**src/rtl/id_pkg.sv**
```systemverilog
// Shared types and constants for the ID-stage RAW scoreboard.
package id_pkg;

    localparam int REG_NUM = 32;

    localparam logic [6:0] OP_LUI    = 7'b0110111;
    localparam logic [6:0] OP_AUIPC  = 7'b0010111;
    localparam logic [6:0] OP_JAL    = 7'b1101111;
    localparam logic [6:0] OP_JALR   = 7'b1100111;
    localparam logic [6:0] OP_BRANCH = 7'b1100011;
    localparam logic [6:0] OP_LOAD   = 7'b0000011;
    localparam logic [6:0] OP_STORE  = 7'b0100011;
    localparam logic [6:0] OP_IMM    = 7'b0010011;
    localparam logic [6:0] OP_REG    = 7'b0110011;

    typedef struct packed {
        logic       vld;
        logic [4:0] rd;
    } sb_entry_t;

    // U-type and JAL carry immediate bits where rs1 would sit.
    function automatic logic uses_rs1(input logic [6:0] opcode);
        return !((opcode == OP_LUI) || (opcode == OP_AUIPC) || (opcode == OP_JAL));
    endfunction

endpackage

```
**src/rtl/sb_match.sv**
```systemverilog
// Compares one source register against every tracked in-flight destination.
module sb_match
    import id_pkg::*;
#(
    parameter int NUM_STAGES = 3
) (
    input  sb_entry_t [NUM_STAGES-1:0] entries,
    input  logic      [4:0]            src,
    output logic                       hit
);

    always_comb begin
        hit = 1'b0;
        for (int k = 0; k < NUM_STAGES; k++) begin
            if (entries[k].vld && (entries[k].rd == src)) begin
                hit = 1'b1;
            end
        end
        if (src == 5'd0) begin
            hit = 1'b0;
        end
    end

endmodule

```
**src/rtl/id_scoreboard.sv**
```systemverilog
// RAW hazard scoreboard for the non-forwarding 5-stage pipeline (ID stage).
// Optional macro SCOREBOARD_RF_WRFIRST_EN: write-first RF, WB entry not counted.
module id_scoreboard
    import id_pkg::*;
#(
    parameter int NUM_STAGES = 3,
    parameter int CNT_W      = 32
) (
    input  logic               i_clk,
    input  logic               i_rst_n,
    input  logic [31:0]        i_instr,
    input  logic               i_insn_vld,
    input  logic               i_rd_wren,
    input  logic               i_is_rs2,
    input  logic               i_flush,
    output logic               o_stall,
    output logic               o_bubble,
    output logic [REG_NUM-1:0] o_pending,
    output logic [CNT_W-1:0]   o_stall_cnt
);

    sb_entry_t [NUM_STAGES-1:0] entry;
    sb_entry_t [NUM_STAGES-1:0] visible;
    sb_entry_t                  new_entry;

    logic [6:0] opcode;
    logic [4:0] rs1;
    logic [4:0] rs2;
    logic [4:0] rd;
    logic       rs1_hit;
    logic       rs2_hit;
    logic       hazard;
    logic       issue;
    logic       unused_instr_bits;

    assign opcode            = i_instr[6:0];
    assign rd                = i_instr[11:7];
    assign rs1               = i_instr[19:15];
    assign rs2               = i_instr[24:20];
    assign unused_instr_bits = ^{i_instr[31:25], i_instr[14:12]};

    always_comb begin
        visible = entry;
`ifdef SCOREBOARD_RF_WRFIRST_EN
        visible[NUM_STAGES-1].vld = 1'b0;
`else
`endif
    end

    sb_match #(.NUM_STAGES(NUM_STAGES)) u_match_rs1 (
        .entries (visible),
        .src     (rs1),
        .hit     (rs1_hit)
    );

    sb_match #(.NUM_STAGES(NUM_STAGES)) u_match_rs2 (
        .entries (visible),
        .src     (rs2),
        .hit     (rs2_hit)
    );

    // A flush kills the ID instruction, so it overrides any hazard.
    assign hazard   = i_insn_vld && ((uses_rs1(opcode) && rs1_hit) || (i_is_rs2 && rs2_hit));
    assign o_stall  = hazard && !i_flush;
    assign o_bubble = o_stall || i_flush;
    assign issue    = i_insn_vld && !o_stall && !i_flush;

    always_comb begin
        new_entry.vld = issue && i_rd_wren && (rd != 5'd0);
        new_entry.rd  = rd;
    end

    always_comb begin
        o_pending = '0;
        for (int k = 0; k < NUM_STAGES; k++) begin
            if (visible[k].vld) begin
                o_pending[visible[k].rd] = 1'b1;
            end
        end
        o_pending[0] = 1'b0;
    end

    always_ff @(posedge i_clk or negedge i_rst_n) begin
        if (!i_rst_n) begin
            entry <= '0;
        end else begin
            for (int k = NUM_STAGES - 1; k >= 1; k--) begin
                entry[k] <= entry[k-1];
            end
            entry[0] <= new_entry;
        end
    end

    always_ff @(posedge i_clk or negedge i_rst_n) begin
        if (!i_rst_n) begin
            o_stall_cnt <= '0;
        end else if (o_stall && (o_stall_cnt != {CNT_W{1'b1}})) begin
            o_stall_cnt <= o_stall_cnt + {{(CNT_W-1){1'b0}}, 1'b1};
        end
    end

endmodule

```
**config.mk**
```make
export PLATFORM = sky130hd
export DESIGN_NAME = id_scoreboard
export DESIGN_NICKNAME = d
export VERILOG_FILES = /design/src/rtl/id_pkg.sv /design/src/rtl/sb_match.sv /design/src/rtl/id_scoreboard.sv
export SDC_FILE = /design/constraint.sdc
export NUM_CORES = 1
export LEC_CHECK = 0
export CAP_MARGIN = 25
export CORE_MARGIN = 5
export CORE_UTILIZATION = 47
export CTS_CLUSTER_SIZE = 40
export DETAILED_ROUTE_END_ITERATION = 10
export PLACE_DENSITY = 0.81
export SKIP_LAST_GASP = 1
export SLEW_MARGIN = 15
export SYNTH_ARGS = -nofsm -noshare
export SYNTH_HDL_FRONTEND = slang
export SYNTH_SLANG_ARGS = --single-unit
```
**constraint.sdc**
```tcl
create_clock -name i_clk -period 2.58 [get_ports i_clk]
set_clock_uncertainty 0.15 [all_clocks]
set_input_delay 0.387 -clock i_clk [delete_from_list [all_inputs] [get_ports i_clk]]
set_output_delay 0.387 -clock i_clk [all_outputs]
set_load 0.05 [all_outputs]
```
# Word-level counts from Yosys, hierarchy flattened
# Index checks and enable logic that the tools add are counted.
# op_classes
addsub	1
magnitude_cmp	6
n_eq_ne	10
muxes	17
bitwise_logic	2
n_reduce_logical	28
# ops
op	n
32-bit 2-to-1 mux	3
32-bit bitwise OR	2
32-bit by 1-bit adder with 32-bit output, second input constant	1
32-bit != test, second input constant	1
5-bit equality test	6
1-bit logical AND	18
5-bit by 6-bit less-than comparator with 1-bit output, second input constant	3
1-bit demux with 5-bit select	3
5-bit by 1-bit >= comparator with 1-bit output, second input constant	3
1-bit 2-to-1 mux	11
5-bit logical NOT	2
7-bit by 5-bit equality test with 1-bit output, second input constant	1
7-bit by 6-bit equality test with 1-bit output, second input constant	1
7-bit equality test, second input constant	1
5-bit nonzero test	1
1-bit logical OR	4
1-bit logical NOT	3
# word_totals
regBits	50
inputBits	38
output_inout_bits	66

# Longest topological paths before layout
# logic_depth
depth_word	15
depth_mapped	11
depth_no_buf	8

# Modules after synthesis
# From an unflattened synthesis, not the netlist that was laid out.
# hier_totals
hier_cells	372
hier_area_um2	3308.2
# by_module_without_submodules
mod	n_inst	cells_each	area_per_inst_um2	seq_area_each_um2
id_scoreboard	1	324	2910.3	1251.2
sb_match	2	24	198.9	0.0

# Least setup slack after synthesis
# No wires, ideal clock.
# synth_path
kind	register -> register
from	reg entry[2] (netlist name)
to	reg o_stall_cnt[21]
t_arrival_ps	2498
setup_slack_ps	-209
stages_incl_launch_ff	12
n_path_buf	3
period_less_slack_ps	2789
path_cell_list	dfrtp_1 buf_4 xor2_1 nor4_1 and3_1 nor3_1 o32ai_4 a21boi_2 buf_6 buf_6 nand3_2 xnor2_2
# synth_between
elab_chain_cells	11
word_cells_on_any_way	18
classes_between	2 x eq/ne; 8 x mux; 8 x reduce/logical
# synth_rtl
item	line	text
from (decl)	id_scoreboard.sv:22	sb_entry_t [NUM_STAGES-1:0] entry;
from (signal, indexed assignment)	id_scoreboard.sv:88	entry[k] <= entry[k-1];
5-bit equality test	sb_match.sv:15	if (entries[k].vld && (entries[k].rd == src)) begin
1-bit logical AND	sb_match.sv:15	
1-bit 2-to-1 mux (3 in series)	sb_match.sv:15	
1-bit 2-to-1 mux	sb_match.sv:19	if (src == 5'd0) begin
1-bit logical AND	id_scoreboard.sv:63	assign hazard = i_insn_vld && ((uses_rs1(opcode) && rs1_hit) || (i_is_rs2 && rs2_hit));
1-bit logical OR (*)	id_scoreboard.sv:63	
1-bit logical AND (*)	id_scoreboard.sv:63	
1-bit logical AND (*)	id_scoreboard.sv:64	assign o_stall = hazard && !i_flush;
named net o_stall	id_scoreboard.sv:16	output logic o_stall,
1-bit logical AND (*)	id_scoreboard.sv:97	end else if (o_stall && (o_stall_cnt != {CNT_W{1'b1}})) begin
to (signal assigned)	id_scoreboard.sv:98	o_stall_cnt <= o_stall_cnt + {{(CNT_W-1){1'b0}}, 1'b1};
to (decl)	id_scoreboard.sv:19	output logic [CNT_W-1:0] o_stall_cnt
# The timed path passes the listed nets; every way through them passes the cells marked *.
# A chain may end at the register's enable or synchronous reset.

# Worst setup path after layout
# layout_path
from	in i_instr[4]
to	out o_stall
# layout_between
elab_chain_cells	8
word_cells_on_any_way	10
classes_between	3 x eq/ne; 7 x reduce/logical
# layout_rtl
item	line	text
from (decl)	id_scoreboard.sv:11	input logic [31:0] i_instr,
7-bit by 6-bit equality test with 1-bit output / 7-bit by 5-bit equality test with 1-bit output (equally long branches)	id_pkg.sv:23	return !((opcode == OP_LUI) || (opcode == OP_AUIPC) || (opcode == OP_JAL));
1-bit logical OR	id_pkg.sv:23	
1-bit logical OR (*)	id_pkg.sv:23	
1-bit logical NOT (*)	id_pkg.sv:23	
1-bit logical AND (*)	id_scoreboard.sv:63	
1-bit logical OR (*)	id_scoreboard.sv:63	
1-bit logical AND (*)	id_scoreboard.sv:63	
1-bit logical AND (*)	id_scoreboard.sv:64	
to (decl)	id_scoreboard.sv:16	
# Mark *: on every way between the ends. The rest lies on a longest branch, timed or not.

==> impl_metrics.csv <==
group,metric,value,unit
power_and_ir_drop,powerDensity,343,nW/µm²
timing,finalMaxSlewViolations,0,
logic_synthesis,synth_area,3230,µm²
setup_path,cp-end-kind,"primary output",
placement,gp_congestion,0.996,
power_and_ir_drop,ir_drop,0.260,mV
logic_synthesis,synth-simple-area-share,29.4,%
power_and_ir_drop,finalPower,0.00160,W
timing,clock.fmax,385,MHz
logic_synthesis,synth_top_family_by_area,"simple AND/OR/NAND/NOR gates",
logic_synthesis,synthAdderAreaFrac,0.387,%
setup_path,cp_data_arrival_time,2.06,ns
cells_and_area,drive_gt1_share,20.6,%
global_route,grt_pass1_wl,16.0,mm
clock_network,clock-root-buffer,"clkbuf_8",
drt,drt_iter0_drc,215,
logic_synthesis,synth-warning-count,0,
logic_synthesis,syn_avg_cell_area,9.01,µm²
timing,worst_pin_slew,0.620,ns
timing,rsz0062_at_grt,"yes",
floorplan,start_util,47.9,%
setup_path,worstPathRequired,2.04,ns
logic_synthesis,ys_ff_latch,50,
logic_synthesis,seq_area_frac_synth,38.7,%
global_route,grt_overflow,0,
drt,vias,3182,
global_route,met1_usage,28.5,%
clock_network,clock_path_buffers,2,
floorplan,rows,30,
drt,routed_wl,9.63,mm
min_path,hold_start,"entry[3]$_DFF_PN0_",
setup_path,rr_endpoint,"o_stall_cnt[1]$_DFFE_PN0P_",
min_path,hold_class,"flip-flop to flip-flop",
setup_path,r2r_slack,0.08,ns
floorplan,core_area,6760,µm²
floorplan,ios,104,
timing,timing.final.ws_setup,-0.0176,ns
logic_synthesis,syn-num-nets,398,
drt,drt-pass1-iter-count,6,
timing,fin_crit,2.60,ns
drt,routedWlPerCell,17.4,µm
placement,place_area,4460,µm²
logic_synthesis,synth_top_cell_by_area,"dfrtp_1",
global_route,grt_pass1_vias,3238,
drt,drc,0,
global_route,antenna_found_initial,0,
floorplan,die_area,8640,µm²
logic_synthesis,synth_edf_count,0,
clock_network,numClockSinks,50,
power_and_ir_drop,static-leakage-power,2.14,nW
floorplan,dieWidth,93.0,µm
global_route,grt_max_degree,28,
clock_network,cts_tree,"built",
logic_synthesis,synth.most_common_cell,"nand2_1",
setup_path,path_class,"input pin to primary output",
placement,io_buffers,92,
clock_network,insertion_delay,0.30,ns
cells_and_area,finalInstanceArea,4660,µm²
placement,place_hpwl,7.18,mm
global_route,grt_usage,23.0,%
clock_network,cts.clk_slew.worst_paths,0.09,ns
timing,hold_viol,0,
job,cap_violations,0,
timing,setup_viol,1,
logic_synthesis,synth_compound_area_share,9.90,%
logic_synthesis,async_flop_share,100,%
floorplan,die_y,93.0,µm
cells_and_area,antenna_cells,0,
logic_synthesis,yosys.area.top_type_share,38.7,%
global_route,grt_busiest_layer,"met2",
drt,ant_nets,0,
setup_path,ff2ff_path_depth,8,
min_path,whs_endpoint,"entry[9]$_DFF_PN0_",
logic_synthesis,synthCells,359,
logic_synthesis,yosys-top-cells-area,"dfrtp_1, xnor2_1, nand2_1",
timing,period_share,101,%
global_route,grtUsageMet3,4.87,%
setup_path,timing.rr.start,"o_stall_cnt[16]$_DFFE_PN0P_",
drt,viasPerCell,5.73,
setup_path,crit_fanout,2,
logic_synthesis,synth_flop_cell,"dfrtp_1",
setup_path,cp-start-kind,"input pin",
clock_network,cts-buffers-inserted,5,
logic_synthesis,synthXorXnorAreaFrac,16.8,%
logic_synthesis,yosysUniqueCellTypes,37,
min_path,min_path_cells,0,
logic_synthesis,synthMuxAreaShare,0.348,%
clock_network,h-tree-depth,2,
cells_and_area,finalNetCount,513,
timing,slew_headroom,58.5,%
status,outcome,"finished, violations left",
global_route,grt_use_met2,39.4,%
status,violations,"negative setup slack",
logic_synthesis,yosys-top-cells-count,"nand2_1, dfrtp_1, xnor2_1",
cells_and_area,synthToLayoutAreaGrowth,43.9,%
-- cells in the final DEF (no fill, tap or decap), types with 2 or more instances in the layout --
cell,netlist,layout
a222oi_1,2,2
buf_6,3,2
clkbuf_8,0,6
nor4_1,5,3
and2_1,3,3
xnor2_1,38,38
nand4_1,15,15
and3_1,21,21
buf_12,0,13
nor2_1,10,9
nor4_2,0,2
buf_4,4,53
nor3_1,4,3
or4_1,3,2
a22oi_1,29,29
nor3b_1,13,13
dfrtp_2,0,5
clkdlybuf4s50_1,0,49
o2111ai_1,2,2
inv_1,5,5
and3b_1,9,9
nand3_1,13,13
dfrtp_1,50,45
dlygate4sd2_1,0,9
nand2_1,77,76
xor2_1,22,21
-- routing by layer --
layer,wire [µm],part of all wire [%]
met4,194,2.0
met1,3970,41
met2,4760,49
met3,706,7.3
met5,0,0
-- registers in the layout (all words and copies together) (netlist names) --
signal,cells
entry,18
o_stall_cnt,32
-- cell type report --
class	count	area, µm²
Fill cell	523	2100
Multi-Input combinational cell	283	1900
Timing Repair Buffer	129	1280
Sequential cell	50	1260
Tap cell	80	100
Clock buffer	6	82.6
Inverter	5	18.8
Clock inverter	2	12.5
-- kinds of logic after synthesis --
family,count (synthesis)
compound gates,39
xor+xnor,61
fa+ha+maj,1
buf+inv,26
flops,50
mux,1
other cells,1
simple gates,180
-- critical path: stages --
cell and delay, ns:
clkdlybuf4s50_1 0.46, and4b_1 0.19, o2111ai_1 0.18, o21ai_1 0.09, buf_4 0.16, o32ai_4 0.31
buf_6 0.16, buf_12 0.13
-- worst max-delay path by stage --
stage	startpoint	end	cells past startpoint
finish	i_instr[4]	o_stall	8
global route	entry[10]$_DFF_PN0_	o_stall	7
CTS	entry[4]$_DFF_PN0_	o_stall	7
detailed placement	i_instr[16]	o_stall_cnt[1]$_DFFE_PN0P_	9
global placement	i_instr[17]	o_stall_cnt[1]$_DFFE_PN0P_	9
floorplan	entry[4]$_DFF_PN0_	o_stall_cnt[21]$_DFFE_PN0P_	11
-- report_power, final --
group | switching [W] | internal (W) | total (W)
Sequential | 0.0000250 | 0.000803 | 0.000828
Combinational | 0.000169 | 0.000129 | 0.000298
Clock | 0.000255 | 0.000216 | 0.000471
Total | 0.000449 | 0.00115 | 0.00160
-- stage by stage --
step           std cells  setup TNS (ns)  setup slack [ns]  utilization [%]  hold slack (ns)
2_1_floorplan        359           -3.17            -0.170                -          -0.0586
3_3_place_gp         542           -7.94            -0.353             66.0            0.257
3_5_place_dp         542          -10.18            -0.413             66.0            0.259
4_1_cts              554               0            0.0100             68.5            0.349
5_1_grt              555          -0.481           -0.0977             68.9            0.331
6_report             555         -0.0176           -0.0176             68.9            0.314
-- what timing repair did --
item,4_1_cts,5_1_grt
hold endpoints to repair,23,0
pin swaps,9,7
setup buffers,3,1
endpoints found under the setup margin,30,27
hold buffers,1,0
gates resized for setup,23,7
Note: power is estimated with default switching activity, not from simulation.
